$ cat src/rtl/hilo_acc.sv
// hilo_acc: NCH independent HI/LO accumulator pairs with masked direct writes,
// a single-entry ADD/SUB commit stage, per-channel busy and sticky overflow.
module hilo_acc #(
    parameter int unsigned DW  = 32,
    parameter int unsigned NCH = 2,
    parameter int unsigned CW  = (NCH > 1) ? $clog2(NCH) : 1
) (
    input  logic            clk,
    input  logic            rst,
    input  logic            wr_valid,
    output logic            wr_ready,
    input  logic [1:0]      wr_op,
    input  logic            wr_sgn,
    input  logic [CW-1:0]   wr_ch,
    input  logic            hi_we_i,
    input  logic            lo_we_i,
    input  logic [DW-1:0]   hi_i,
    input  logic [DW-1:0]   lo_i,
    input  logic [CW-1:0]   rd_ch,
    output logic [DW-1:0]   hi_o,
    output logic [DW-1:0]   lo_o,
    output logic [NCH-1:0]  busy_o,
    output logic [NCH-1:0]  ovf_o
);

    localparam int unsigned AW = 2 * DW;

    typedef enum logic [1:0] {
        OP_WRITE = 2'b00,
        OP_ADD   = 2'b01,
        OP_SUB   = 2'b10,
        OP_RSVD  = 2'b11
    } op_e;

    op_e             op;
    logic            accept;
    logic            wr_in_range;
    logic            stage_load;

    logic [DW-1:0]   hi_q [NCH];
    logic [DW-1:0]   lo_q [NCH];
    logic [NCH-1:0]  ovf_q;

    logic            stage_valid;
    logic            stage_sub;
    logic            stage_sgn;
    logic [CW-1:0]   stage_ch;
    logic [AW-1:0]   stage_opnd;

    logic [AW-1:0]   acc_cur;
    logic [AW:0]     sum_x;
    logic [AW-1:0]   acc_new;
    logic            signed_ovf;
    logic            ovf_hit;

    assign op          = op_e'(wr_op);
    assign wr_ready    = rst && !(stage_valid && (stage_ch == wr_ch));
    assign accept      = wr_valid && wr_ready;
    assign wr_in_range = (32'(wr_ch) < NCH);
    assign stage_load  = accept && wr_in_range && ((op == OP_ADD) || (op == OP_SUB));
    assign ovf_o       = ovf_q;

    // Pending accumulate stage: reloads on the same edge it commits
    always_ff @(posedge clk or negedge rst) begin
        if (!rst) begin
            stage_valid <= 1'b0;
            stage_sub   <= 1'b0;
            stage_sgn   <= 1'b0;
            stage_ch    <= '0;
            stage_opnd  <= '0;
        end else if (stage_load) begin
            stage_valid <= 1'b1;
            stage_sub   <= (op == OP_SUB);
            stage_sgn   <= wr_sgn;
            stage_ch    <= wr_ch;
            stage_opnd  <= {hi_i, lo_i};
        end else begin
            stage_valid <= 1'b0;
        end
    end

    // Commit arithmetic for the staged channel, with carry/borrow and signed overflow
    always_comb begin
        acc_cur = '0;
        for (int unsigned c = 0; c < NCH; c++) begin
            if (stage_ch == CW'(c)) begin
                acc_cur = {hi_q[c], lo_q[c]};
            end
        end
        if (stage_sub) begin
            sum_x = {1'b0, acc_cur} - {1'b0, stage_opnd};
        end else begin
            sum_x = {1'b0, acc_cur} + {1'b0, stage_opnd};
        end
        acc_new    = sum_x[AW-1:0];
        signed_ovf = (stage_sub ? (acc_cur[AW-1] != stage_opnd[AW-1])
                                : (acc_cur[AW-1] == stage_opnd[AW-1]))
                     && (acc_new[AW-1] != acc_cur[AW-1]);
        ovf_hit    = stage_sgn ? signed_ovf : sum_x[AW];
    end

    // Per-channel storage: a commit and a WRITE never target the same channel,
    // because the hazard check stalls same-channel requests while staged
    always_ff @(posedge clk or negedge rst) begin
        if (!rst) begin
            for (int unsigned c = 0; c < NCH; c++) begin
                hi_q[c] <= '0;
                lo_q[c] <= '0;
            end
            ovf_q <= '0;
        end else begin
            for (int unsigned c = 0; c < NCH; c++) begin
                if (stage_valid && (stage_ch == CW'(c))) begin
                    hi_q[c] <= acc_new[AW-1:DW];
                    lo_q[c] <= acc_new[DW-1:0];
                    if (ovf_hit) begin
                        ovf_q[c] <= 1'b1;
                    end
                end else if (accept && (op == OP_WRITE) && (wr_ch == CW'(c))) begin
                    if (hi_we_i) begin
                        hi_q[c] <= hi_i;
                    end
                    if (lo_we_i) begin
                        lo_q[c] <= lo_i;
                    end
                    if (hi_we_i && lo_we_i) begin
                        ovf_q[c] <= 1'b0;
                    end
                end
            end
        end
    end

    // Read mux and busy flags; out-of-range read channel returns zero
    always_comb begin
        hi_o   = '0;
        lo_o   = '0;
        busy_o = '0;
        for (int unsigned c = 0; c < NCH; c++) begin
            if (rd_ch == CW'(c)) begin
                hi_o = hi_q[c];
                lo_o = lo_q[c];
            end
            busy_o[c] = stage_valid && (stage_ch == CW'(c));
        end
    end

endmodule
$ cat config.mk
export PLATFORM = sky130hd
export DESIGN_NAME = hilo_acc
export DESIGN_NICKNAME = d
export VERILOG_FILES = /design/src/rtl/hilo_acc.sv
export SDC_FILE = /design/constraint.sdc
export NUM_CORES = 1
export LEC_CHECK = 0
export BUFFER_PORTS_ARGS = -buffer_cell sky130_fd_sc_hd__buf_2
export CAP_MARGIN = 0
export CORE_UTILIZATION = 55
export CTS_BUF_LIST = sky130_fd_sc_hd__clkbuf_4 sky130_fd_sc_hd__clkbuf_8 sky130_fd_sc_hd__clkbuf_16
export CTS_CLUSTER_SIZE = 14
export DETAILED_ROUTE_END_ITERATION = 10
export PLACE_DENSITY_LB_ADDON = 0.05
export SKIP_CTS_REPAIR_TIMING = 1
export SYNTH_ARGS = -nofsm -noshare
export SYNTH_HDL_FRONTEND = slang
export SYNTH_SLANG_ARGS = --single-unit
$ cat constraint.sdc
create_clock -name clk -period 6.35 [get_ports clk]
set_input_delay 0.635 -clock clk [delete_from_list [all_inputs] [get_ports clk]]
set_output_delay 0.635 -clock clk [all_outputs]
set_load 0.02 [all_outputs]
# [Word level (Yosys, flattened, before mapping)]
# Cells that the tools add are included.
# Widths: inputs -> output; s select.
[word_totals] in_bits=74 register_bits=198
[classes] add_sub_neg=2 eq_ne=8 n_mux=23 reduce_logical=28 n_bitwise=2
[ops] operator="$mux 32" n=12
[ops] operator="$add 64x64->65" n=1
[ops] operator="$mux 65" n=1
[ops] operator="$sub 64x64->65" n=1
[ops] operator="$mux 64" n=1
[ops] operator="$reduce_bool 2->1" n=8
[ops] operator="$logic_and 1x1->1" n=11
[ops] operator="$mux 1" n=9
[ops] operator="$reduce_and 2->1" n=4
[ops] operator="$reduce_and 3->1" n=2
[ops] operator="$ne 2x1->1 const B" n=2
[ops] operator="$eq 1x1->1" n=2
[ops] operator="$eq 2x1->1 const B" n=1
[ops] operator="$eq 2x2->1 const B" n=1
[ops] operator="$logic_not 2->1" n=1
[ops] operator="$ne 1x1->1" n=2
[ops] operator="$not 1->1" n=2
[ops] operator="$logic_not 1->1" n=1
[ops] operator="$logic_or 1x1->1" n=1

# [Logic depth before layout (Yosys ltp)]
# Gate-level depths: netlist of the first run.
[logic_depth] ltp_word=9 mapped_depth=24 ltp_nobuf=22

# [Least setup slack after synthesis of the first run]
# No wires, ideal clock.
[synth_timing] path_type="register to register" from="reg stage_opnd[0]" to="reg ovf_q[0] (netlist: ovf_o[0])" path_buffers=2 setup_slack_ps=1779 setup_ps=121 arrival_ps=4450 synth_period_minus_slack_ps=4571 stages_incl_launch_ff=22 t_required_ps=6229 cell_sequence="dfrtp_1 inv_1 ha_1 or4b_1 nor3_2 and3_1 buf_2 nand2_1 nor3_1 a21oi_1 xnor2_1 ha_1 buf_2 nand4_2 or2_1 or4_1 a211oi_2 o21ai_1 o21ai_0 mux2i_1 a211oi_2 a22o_1"
[synth_between] elab_chain_cells=7 elab_cells_between_ends=8 cone_classes="add/sub (2); eq/ne (2); mux (2); reduce/logical (2)"
[synth_lines] item="start: declaration" line="48" rtl="logic [AW-1:0] stage_opnd;"
[synth_lines] item="start signal: assignment" line="76" rtl="stage_opnd <= {hi_i, lo_i};"
[synth_lines] item="$add 64x64->65 or $sub 64x64->65 (tied branches)" line="93, 91"
[synth_lines] item="$mux 65 *" line="90" rtl="if (stage_sub) begin"
[synth_lines] item="$ne 1x1->1" line="98" rtl="&& (acc_new[AW-1] != acc_cur[AW-1]);"
[synth_lines] item="$logic_and 1x1->1" line="98"
[synth_lines] item="$mux 1 *" line="99" rtl="ovf_hit = stage_sgn ? signed_ovf : sum_x[AW];"
[synth_lines] item="$ne 2x1->1 (no source line) *"
[synth_lines] item="$reduce_and 3->1 (no source line) *"
[synth_lines] item="end signal: assignment" line="110" rtl="ovf_q <= '0;"
[synth_lines] item="end signal: indexed assignment" line="117" rtl="ovf_q[c] <= 1'b1;"
[synth_lines] item="end signal: indexed assignment" line="127" rtl="ovf_q[c] <= 1'b0;"
[synth_lines] item="end: declaration" line="42" rtl="logic [NCH-1:0] ovf_q;"
# Mark *: on every way between the ends. The rest lies on a longest branch, timed or not.
# A chain may end at the register's enable or synchronous reset.

# [Worst setup path after layout of the first run]
# Ends and elaborated chain as after synthesis.

==> out/qor.txt, run 1 <==
Via Count = 13700
commonest non-fill, non-tap cell in the layout = nand2_1
I/O pin cnt = 143
PwrDens = 614 nW/µm²
die area = 29100 µm²
Pint = 5230 µW
Final TNS setup = 0 ns
vias in the first global route = 13100
Initial Util = 0.562
Root Buffer = clkbuf_16
leading area contributor after synthesis = dfrtp_1
Synth top area share = 0.316
share of cells above drive strength 1 = 0.218
Tot GR Track Use = 0.318
Critical Path RT = 6.70 ns
# DRC = 0
# setup viols final = 0
core area = 27900 µm²
top cell family by delay on the critical path = simple AND/OR/NAND/NOR gates
die width = 171 µm
final slew viol count = 0
Crit path buffers/inverters = 1
Critical Path Start Type = flip-flop
Max clock buf depth = 2
largest net degree at the start of global routing = 71
final WL = 44.8 mm
post-synthesis sequential area ratio = 0.316
post-route clock period utilization = 0.882
detailed router's first-iteration violation count = 1095
crit-path max cell delay = 0.53 ns
Yosys reg bits = 198
min cycle time layout = 5.60 ns
I/O Buffers = 142
post-synthesis cell count = 1834
CTS sink cnt = 198
part of the power in registers = 0.211
Layout area overhead = 9.41%
number of diodes = 0
grt ovf = 0
slowest cell on the critical path = and3_1
Synth Area per Inst = 8.54 µm²
worst skew pair latency = 0.46 ns
fraction of registers with async set/reset = 1.00
synth unique cells = 83
Chip Height = 171 µm
synth top area cells = dfrtp_1, mux2_2, nand2_1, ha_1, a21oi_1
routed len/inst = 19.6 µm
first-pass GRT wire length = 72.0 mm
ys flop type = dfrtp_1
worst hold path class = in2async
clock transition at the registers of the reported paths = 0.08 ns
Detail Placement HPWL = 31.6 mm
unrepaired setup endpoints after global routing = false
peak supply drop = 256 µV
combinational share of power = 0.677
Final Wtd Congestion = 0.901
CP cell instances = inv_1 -> ha_1 -> or4b_1 -> nor3_2 -> and3_1 -> nand2_1 -> nor3_1 -> a21oi_1 -> xnor2_1 -> ha_1 -> nand4_2 -> or2_1 -> or4_1 -> a211oi_2 -> o21ai_1 -> o21ai_0 -> mux2i_1 -> a211oi_2 -> a22o_1
critical path endpoint category = flip-flop
post-synthesis cell area = 15700 µm²
number of buffers created by CTS = 17
status = complete, no violations
H-tree levels = 4
Critical Path AT = 5.95 ns
vias per cell = 6.00
Leakage = 0.00764 µW
Yosys warning count = 0
placed inst area = 16500 µm²
measured slew at the worst slew-check pin = 1.15 ns
Layout Nets = 2036
Fin. Hold Viols = 0
post-route clock skew = 0.0180 ns
drt first pass iters = 5
Sw Pwr = 5290 µW
total power = 10500 µW
initial antenna violation count = 0
most frequent cells in the layout = nand2_1, dfrtp_1, mux2_2, a21oi_1, buf_2
max-cap viol count = 0
post-route ant nets = 0
largest fanout on the critical path = 8
Slew HR = 0.231
Mapped Nets = 1976
Clk network pwr share = 0.113
Rows = 61
Post-synth EDFFs = 0
clock tree from TritonCTS = done
final instance area = 17100 µm²
Net Sw Frac = 0.503
fmax = 178 MHz
WS Path Type = reg2reg
==> power groups by stage <==
stage / sequential, µW / combinational [µW] / clock, µW
6_report: 2210 / 7120 / 1190
5_1_grt: 2290 / 7820 / 1240
4_1_cts: 2210 / 7070 / 1200
3_5_place_dp: 2220 / 7020 / 0
3_3_place_gp: 2190 / 7000 / 0
2_1_floorplan: 2080 / 5340 / 0
==> cell usage after synthesis, types with 9 or more instances <==
cell,n
o21ai_0,115
a21oi_1,165
nor3_1,25
o21ai_1,9
mux2_2,183
buf_2,25
nor2_1,88
o21bai_1,17
nor2b_1,53
xnor2_1,89
nand3_1,14
nand2_1,302
a31oi_1,17
and3_1,9
nand4_1,28
xor2_1,29
inv_1,42
a211oi_1,55
ha_1,67
dfrtp_1,198
nor4_1,11
nand2b_1,11
clkbuf_1,71
o21a_1,13
a21o_1,44
buf_1,18
mux2i_1,29
==> kinds of logic after synthesis <==
| kind of cell | synth area share |
|---|---|
| buffers and inverters | 0.0427 |
| adders and majority gates | 0.0548 |
| muxes | 0.150 |
| xor gates and xnor gates | 0.0660 |
| AOI/OAI and AO/OA | 0.195 |
| and+or+nand+nor | 0.175 |
| DFF | 0.316 |
==> final cells by class <==
cell class / instances / area, µm²
fill: 2490 / 10700
multi-input combinational: 1473 / 10000
inverter: 44 / 168
clock buffer: 18 / 439
sequential: 198 / 4960
timing repair buffer: 160 / 867
clock inverter: 14 / 179
tap: 378 / 473
==> worst paths after layout <==
path / startpoint / endpoint / cells after the start / slack (ns)
worst max-delay path: stage_opnd[0] / ovf_o[0] / 19 / 0.75
worst min-delay path: rst / lo_q[23] / 1 / 0.18
worst max register to register: stage_opnd[0] / ovf_o[0] / 19 / 0.75
worst min register to register: stage_opnd[48] / stage_opnd[48] / 2 / 0.53
max in group asynchronous: rst / hi_q[20] / 2 / 4.83
min in group clk: hi_i[24] / stage_opnd[56] / 3 / 0.40
==> layer usage <==
metal,global-route usage,share of wire
met2,0.515,0.46
met5,0,0
met1,0.448,0.47
met3,0.0335,0.048
met4,0.0897,0.017
==> worst register-to-register path, delay by kind of cell (launching register included) <==
family	cells	cell delay [ns]
flip-flops	1	0.40
AO/OA/AOI/OAI	6	1.16
adder cells (fa/ha/maj)	2	0.63
AND/OR/NAND/NOR	8	2.84
multiplexers	1	0.26
buffers and inverters	1	0.08
XOR/XNOR	1	0.14
==> sequential cells by signal, summed over array words and instances, names as in the netlist <==
register / count
ovf_o: 2
stage_ch: 1
stage_sub: 1
hi_q: 64
stage_opnd: 64
stage_sgn: 1
stage_valid: 1
lo_q: 64
==> per-stage QoR <==
step                      std cells  hold WS (ns)  utilization  setup slack [ns]
after floorplan                1834         0.339            -              1.78
after global placement         2253         0.510        0.593             0.982
after detailed placement       2253         0.514        0.593             0.808
after CTS                      2285         0.194        0.615             0.780
after global routing           2285         0.211        0.615             0.377
final                          2285         0.180        0.615             0.746
No activity file was read; power rests on OpenSTA's default activity.
==> run 2, diff against run 1 <==
--- a/config.mk
+++ b/config.mk
@@ -11,6 +11,8 @@
 export CTS_BUF_LIST = sky130_fd_sc_hd__clkbuf_4 sky130_fd_sc_hd__clkbuf_8 sky130_fd_sc_hd__clkbuf_16
 export CTS_CLUSTER_SIZE = 14
 export DETAILED_ROUTE_END_ITERATION = 10
+export GPL_TIMING_DRIVEN = 0
+export HOLD_SLACK_MARGIN = 0.1
 export PLACE_DENSITY_LB_ADDON = 0.05
 export SKIP_CTS_REPAIR_TIMING = 1
 export SYNTH_ARGS = -nofsm -noshare
==> run 2 against run 1 <==
Compared with the run above: flip-flop and latch count is the same; global-route usage rose by 3.3 points; wire length grew 13%; power rose by 0.78%; critical path depth grew 2; worst hold slack improved by 0.085 ns; critical endpoint unchanged.
==> out/qor.txt, run 2 (synthesized netlist as in run 1, its figures left out) <==
CTS sink cnt = 198 (unchanged)
core area = 27900 µm² (unchanged)
H-tree levels = 4 (unchanged)
post-route ant nets = 0 (unchanged)
min cycle time layout = 6.15 ns (was 5.60 ns)
die area = 29100 µm² (unchanged)
largest fanout on the critical path = 8 (unchanged)
WS Path Type = reg2reg (unchanged)
drt first pass iters = 7 (was 5)
Chip Height = 171 µm (unchanged)
Root Buffer = clkbuf_16 (unchanged)
post-route clock period utilization = 0.968 (was 0.882)
Final Wtd Congestion = 0.956 (was 0.901)
unrepaired setup endpoints after global routing = false (unchanged)
worst skew pair latency = 0.45 ns (was 0.46 ns)
hold slack = 0.265 ns (was 0.180 ns)
total power = 10600 µW (was 10500 µW)
clock tree from TritonCTS = done (unchanged)
share of cells above drive strength 1 = 0.210 (was 0.218)
grt ovf = 0 (unchanged)
detailed router's first-iteration violation count = 1221 (was 1095)
# setup viols final = 0 (unchanged)
# DRC = 0 (unchanged)
status = complete, no violations (unchanged)
vias per cell = 6.09 (was 6.00)
Layout area overhead = 11.8% (was 9.41%)
most frequent cells in the layout = nand2_1, dfrtp_1, mux2_2, buf_2, a21oi_1 (was nand2_1, dfrtp_1, mux2_2, a21oi_1, buf_2)
vias in the first global route = 13600 (was 13100)
final instance area = 17500 µm² (was 17100 µm²)
Tot GR Track Use = 0.350 (was 0.318)
initial antenna violation count = 0 (unchanged)
final slew viol count = 0 (unchanged)
Layout Nets = 2137 (was 2036)
largest net degree at the start of global routing = 114 (was 71)
PwrDens = 605 nW/µm² (was 614 nW/µm²)
Detail Placement HPWL = 37.8 mm (was 31.6 mm)
I/O Buffers = 141 (was 142)
die width = 171 µm (unchanged)
commonest non-fill, non-tap cell in the layout = nand2_1 (unchanged)
Critical Path Start Type = flip-flop (unchanged)
Critical Path RT = 6.69 ns (was 6.70 ns)
final WL = 50.5 mm (was 44.8 mm)
critical path endpoint category = flip-flop (unchanged)
I/O pin cnt = 143 (unchanged)
Max clock buf depth = 2 (unchanged)
first-pass GRT wire length = 77.3 mm (was 72.0 mm)
Initial Util = 0.562 (unchanged)
placed inst area = 16900 µm² (was 16500 µm²)
number of diodes = 0 (unchanged)
peak supply drop = 283 µV (was 256 µV)
Rows = 61 (unchanged)
fmax = 163 MHz (was 178 MHz)
Fin. Hold Viols = 0 (unchanged)
Via Count = 14500 (was 13700)
clock transition at the registers of the reported paths = 0.09 ns (was 0.08 ns)
max-cap viol count = 0 (unchanged)
Slew HR = 0.282 (was 0.231)
Critical Path AT = 6.49 ns (was 5.95 ns)
number of buffers created by CTS = 17 (unchanged)
worst hold path class = in2async (unchanged)
measured slew at the worst slew-check pin = 1.08 ns (was 1.15 ns)
biggest regs = hi_q (64), lo_q (64), stage_opnd (64) (unchanged)
post-route clock skew = 0.0164 ns (was 0.0180 ns)
routed len/inst = 21.2 µm (was 19.6 µm)
Leakage = 0.00778 µW (was 0.00764 µW)
## run 2: changes by cell type in the layout (fill, tap and decap cells not counted), sizes merged
cell,change
clkinv,+2
buf,+31
inv,-4
bufinv,+1
clkbuf,+71
## run 2: worst paths after layout
kind | cells after the start | end | slack (ns) | from
worst max-delay path | 21 | ovf_o[0] | 0.20 | stage_opnd[0]
worst min-delay path | 1 | lo_q[53] | 0.26 | rst
worst max register to register | 21 | ovf_o[0] | 0.20 | stage_opnd[0]
worst min register to register | 2 | stage_opnd[48] | 0.53 | stage_opnd[48]
max in group asynchronous | 2 | hi_q[50] | 5.09 | rst
min in group clk | 3 | stage_opnd[9] | 0.41 | lo_i[9]
## run 2: worst max-delay path: stages (launching register included)
cell and delay (ns):
dfrtp_1 0.41, inv_1 0.08, ha_1 0.20, or4b_1 0.50, nor3_2 0.32, and3_1 0.22
buf_2 0.27, nand2_1 0.12, nor3_1 0.48, a21oi_1 0.17, xnor2_1 0.16, ha_1 0.26
buf_2 0.18, nand4_2 0.25, or2_1 0.33, or4_1 0.53, a211oi_2 0.44, o21ai_1 0.16
o21ai_0 0.35, mux2i_1 0.31, a211oi_2 0.07, a22o_1 0.24
## run 2: routing by layer
metal	GRT usage	vias up	wire length, µm
met5	0	-	0
met4	0.114	0	1420
met3	0.0627	84	3860
met2	0.544	570	22400
met1	0.492	7059	22900
li1	-	6814	-
## run 2: power by group
part / switching, µW / internal, µW / total (µW)
Combinational: 4310 / 2880 / 7190
Sequential: 415 / 1780 / 2190
Clock: 563 / 650 / 1210
## run 2: layout make-up
type / instances / area [µm²]
clock inverters: 13 / 181
flip-flops and latches: 198 / 4950
clock buffers: 19 / 447
inverters: 44 / 165
repair buffers: 142 / 743
multi-input cells: 1473 / 10000
fillers: 2491 / 10400
well taps: 378 / 473
plain buffers: 119 / 504
## run 2: through the flow
stage,setup WS [ns],setup TNS (ns),cells,utilization
after detailed placement,0.396,0,2354,0.606
after floorplan,1.78,0,1834,-
final,0.204,0,2386,0.628
after global placement,-0.748,-49.60,2353,0.604
after global routing,0.00719,0,2386,0.628
after CTS,0.343,0,2386,0.628
